**src/rtl/t_ff_counter_param.sv**
```systemverilog
// t_ff_counter_param: WIDTH-bit register with two run-time modes.
//   mode = 0 : bank of WIDTH independent T flip-flops toggled by mask t.
//   mode = 1 : modulo-MODULUS up/down counter, wrap or saturate, with a
//              registered terminal-count pulse tc.
// Optional build macro TFF_COUNTER_OVF_STICKY_EN adds a sticky overflow flag
// (ovf) that is set by every tc event and cleared by clear_ovf or reset.
// Single clock domain, synchronous active-high reset.
module t_ff_counter_param #(
    parameter int     WIDTH    = 8,
    parameter longint MODULUS  = 256,
    parameter int     SATURATE = 0
) (
    input  logic             clk,
    input  logic             reset,
    input  logic             enable,
    input  logic             mode,
    input  logic [WIDTH-1:0] t,
    input  logic             up,
    input  logic             load,
    input  logic [WIDTH-1:0] load_value,
`ifdef TFF_COUNTER_OVF_STICKY_EN
    input  logic             clear_ovf,
    output logic             ovf,
`endif
    output logic [WIDTH-1:0] q,
    output logic             tc
);

    // Terminal value of the counter; MODULUS is kept 64-bit so that
    // MODULUS = 2^32 with WIDTH = 32 does not overflow.
    localparam logic [WIDTH-1:0] MAX_VAL = WIDTH'(MODULUS - 64'd1);
    localparam logic             SAT     = (SATURATE != 0);

    logic [WIDTH-1:0] q_q, q_d;
    logic             tc_q, tc_d;

    // Next-state: load beats enable step, otherwise hold with tc cleared.
    always_comb begin
        q_d  = q_q;
        tc_d = 1'b0;
        if (load) begin
            if (mode && (load_value > MAX_VAL)) begin
                q_d = MAX_VAL;
            end else begin
                q_d = load_value;
            end
        end else if (enable) begin
            if (!mode) begin
                q_d = q_q ^ t;
            end else if (up) begin
                // Out-of-range values (left over from bank mode) count as terminal.
                if (q_q < MAX_VAL) begin
                    q_d = q_q + 1'b1;
                end else begin
                    q_d  = SAT ? MAX_VAL : '0;
                    tc_d = 1'b1;
                end
            end else begin
                if (q_q > MAX_VAL) begin
                    // Re-enter the legal range from the top, not a terminal event.
                    q_d = MAX_VAL;
                end else if (q_q == '0) begin
                    q_d  = SAT ? '0 : MAX_VAL;
                    tc_d = 1'b1;
                end else begin
                    q_d = q_q - 1'b1;
                end
            end
        end
    end

    // State register with synchronous reset.
    always_ff @(posedge clk) begin
        if (reset) begin
            q_q  <= '0;
            tc_q <= 1'b0;
        end else begin
            q_q  <= q_d;
            tc_q <= tc_d;
        end
    end

    assign q  = q_q;
    assign tc = tc_q;

`ifdef TFF_COUNTER_OVF_STICKY_EN
    logic ovf_q, ovf_d;

    // Sticky flag: a tc event on the same edge as clear_ovf keeps it set.
    always_comb begin
        ovf_d = tc_d | (ovf_q & ~clear_ovf);
    end

    // Sticky flag register with synchronous reset.
    always_ff @(posedge clk) begin
        if (reset) begin
            ovf_q <= 1'b0;
        end else begin
            ovf_q <= ovf_d;
        end
    end

    assign ovf = ovf_q;
`endif

endmodule

```
**config.mk**
```make
export PLATFORM = sky130hd
export DESIGN_NAME = t_ff_counter_param
export DESIGN_NICKNAME = d
export VERILOG_FILES = /design/src/rtl/t_ff_counter_param.sv
export SDC_FILE = /design/constraint.sdc
export NUM_CORES = 1
export LEC_CHECK = 0
export CORE_ASPECT_RATIO = 0.75
export CORE_UTILIZATION = 49
export CTS_BUF_LIST = sky130_fd_sc_hd__clkbuf_8 sky130_fd_sc_hd__clkbuf_16
export CTS_CLUSTER_SIZE = 12
export DETAILED_ROUTE_END_ITERATION = 8
export PLACE_DENSITY = 0.84
export REMOVE_ABC_BUFFERS = 1
export SLEW_MARGIN = 20
export SYNTH_ARGS = -nofsm -noshare
export SYNTH_HDL_FRONTEND = slang
export SYNTH_SLANG_ARGS = --single-unit
```
**constraint.sdc**
```tcl
create_clock -name clk -period 5.8 [get_ports clk]
set_clock_uncertainty 0.1 [all_clocks]
set_input_delay 0.58 -clock clk [delete_from_list [all_inputs] [get_ports clk]]
set_output_delay 0.58 -clock clk [all_outputs]
set_load 0.01 [all_outputs]
```
==> results_dict.tcl <==
set metrics [dict create \
    status "complete, no violations" \
    cts-hold-fix-buffers 0 \
    multiInputGateArea_um2 708 \
    boundaryPins 31 \
    max_slew_margin_pct 49.8 \
    die_area_um2 2160 \
    r2r_end "q[5]" \
    seq_area_um2 180 \
    cts_resized 0 \
    ir_drop_uv 142 \
    ys_async_sr_fraction_pct 0 \
    grt_overflow 0 \
    endpoint_kind "register" \
    fin_crit_ns 2.39 \
    hold_viol 0 \
    grt_use_total_pct 27.9 \
    clock_sinks 9 \
    drt_first_pass_iters 4 \
    hold_depth 2 \
    die_y_um 40.5 \
    drt-total-wl_mm 2.75 \
    clk_latency_ns 0.25 \
    hp-class "register to register" \
    netlist_area_um2 968 \
    path_class "primary input to register" \
    drv_cap 0 \
    drt_iter0_markers 49 \
    antenna_found_initial 0 \
    p_leak_nw 0.496 \
    grt_pass1_wl_mm 4.12 \
    portBuffers 30 \
    antennaDiodeCount 0 \
    cp.arrival_ns 2.42 \
    synth.most_common_cell "a21oi_1" \
    whs_endpoint "q[7]" \
    ant_nets 0 \
    fin_setup_tns_ns 0 \
    routedWlPerCell_um 15.8 \
    drc 0 \
    stdcell_count 174 \
    syn_inst 130 \
    path_clk_slew_ns 0.06 \
    synth_warnings 0 \
    setup_viol 0 \
    ys_top_cells_by_area "dfxtp_1 19%, a21oi_1 6.7%, nand2_1 4.7%" \
    fmax_mhz 418 \
    synth_area_leader_cell "dfxtp_1" \
    finalNetCount 178 \
    synth_edf_count 0 \
    start_util_pct 54.1 \
    synthTopCellsByCount "13 x a21oi_1, 12 x nand2_1, 9 x dfxtp_1, 8 x o21ai_0" \
    ys_seq_area_share_pct 18.6 \
    rsz0062_at_grt "false" \
    dp_hpwl_mm 1.89 \
    crit_fanout 15 \
    drive_gt1_share_pct 3.95 \
    die_w_um 53.3 \
    postCtsSetupBuffers 0 \
    syn2layout_area_growth_pct 32.6 \
    synthDistinctLibCells 48 \
    coreArea_um2 1790 \
    cp-start-kind "primary input" \
    cts_root_buf "clkbuf_8" \
    ff2ff_path_depth 5 \
    slew_violations 0 \
    vias 1105 \
    gp_congestion 0.924 \
    crit-reg2reg-launch "q[1]" \
    avgSynthCellArea_um2 7.45 \
    cts_max_level 1 \
    dp.cells 170 \
    synth.top_cell.area_share_pct 18.6 \
    required_ns 5.82 \
    fin_crit_sh_pct 41.3 \
    grt_max_degree 23 \
    p_per_area_nw_per_um2 188 \
    grt_pass1_vias 952 \
    num_rows 13 \
    via_per_inst 6.35 \
    ys.flop_type "dfxtp_1" \
    n_fill_cell 144 \
    rrSetupSlack_ns 3.69 \
    cts_buffers 3 \
    clock_tree.buffer_depth 2 \
    worstMarginPinSlew_ns 0.750 \
    cts_tree "yes" \
    min_from "q[7]" \
    synth_seq_cells 9 \
]
## where the power goes
group / leakage (nW) / internal [mW] / switching [mW]
Clock: 0.0269 / 0.0466 / 0.0318
Combinational: 0.395 / 0.0444 / 0.0376
Sequential: 0.0744 / 0.0668 / 0.0145
Total: 0.496 / 0.158 / 0.0839
## routing by layer
metal / up-vias / GRT usage [%] / share of wire (%)
met1: 503 / 34.1 / 46
met3: 7 / 4.92 / 8.6
met2: 57 / 47.5 / 43
met5: - / 0 / 0
li1: 538 / - / -
met4: 0 / 14.5 / 2.1
## cells in the final DEF (no fill, tap or decap), types with 2 or more instances in the layout
| cell type | count |
|---|---|
| a21oi_1 | 13 |
| a221o_1 | 2 |
| a311oi_1 | 4 |
| a41o_1 | 2 |
| and3_1 | 3 |
| clkbuf_8 | 3 |
| clkdlybuf4s50_1 | 30 |
| dfxtp_1 | 9 |
| ha_1 | 3 |
| inv_1 | 7 |
| nand2_1 | 12 |
| nand2b_1 | 2 |
| nand3_1 | 2 |
| nor2_1 | 3 |
| nor2b_1 | 2 |
| nor3_1 | 4 |
| nor3b_1 | 4 |
| o211a_1 | 2 |
| o21a_1 | 2 |
| o21ai_0 | 8 |
| o221ai_1 | 2 |
| o22ai_1 | 3 |
| or3_1 | 2 |
| xnor2_1 | 2 |
| xor2_1 | 5 |
## worst max-delay path by stage
stage / to / start / slack (ns) / depth (start not counted)
5_1_grt: q[5] / mode / 3.30 / 5
6_report: q[5] / mode / 3.41 / 5
3_5_place_dp: q[5] / mode / 3.18 / 5
3_3_place_gp: q[5] / mode / 3.23 / 5
2_1_floorplan: q[5] / q[0] / 3.90 / 5
4_1_cts: q[5] / mode / 3.43 / 5
## stage by stage
stage	power (mW)	util (%)	hold WS [ns]	worst slack (ns)	instance area, um^2
finish	0.242	71.7	0.540	3.41	1280
global route	0.254	71.7	0.585	3.30	1280
CTS	0.240	71.7	0.545	3.43	1280
detailed placement	0.163	69.2	0.539	3.18	1240
global placement	0.161	69.2	0.544	3.23	1240
floorplan	0.122	-	0.516	3.90	911
## final cells by class
class	count	area share (%)
multi-input cells	103	55.2
repair buffers	30	23.4
flip-flops and latches	9	14.0
clock buffers	3	3.22
well taps	22	2.14
inverters	6	1.75
clock inverters	1	0.292
## registers in the layout, summed over array words and instances, names as in the netlist
register / cells
q: 8
tc: 1
## kinds of logic after synthesis
logic type | count (synthesis) | synth area share, %
XOR/XNOR | 7 | 6.33
AND/OR/NAND/NOR | 42 | 25.8
AO/OA/AOI/OAI | 50 | 36.0
adder cells (fa/ha/maj) | 3 | 3.88
multiplexers | 1 | 1.03
buffers and inverters | 18 | 8.27
flip-flops | 9 | 18.6
## worst max-delay path: stages
cell and delay, ns:
clkdlybuf4s50_1 0.78, inv_1 0.15, a41o_1 0.32, a221o_1 0.29, o41a_1 0.30
Note: power is estimated with default switching activity, not from simulation.
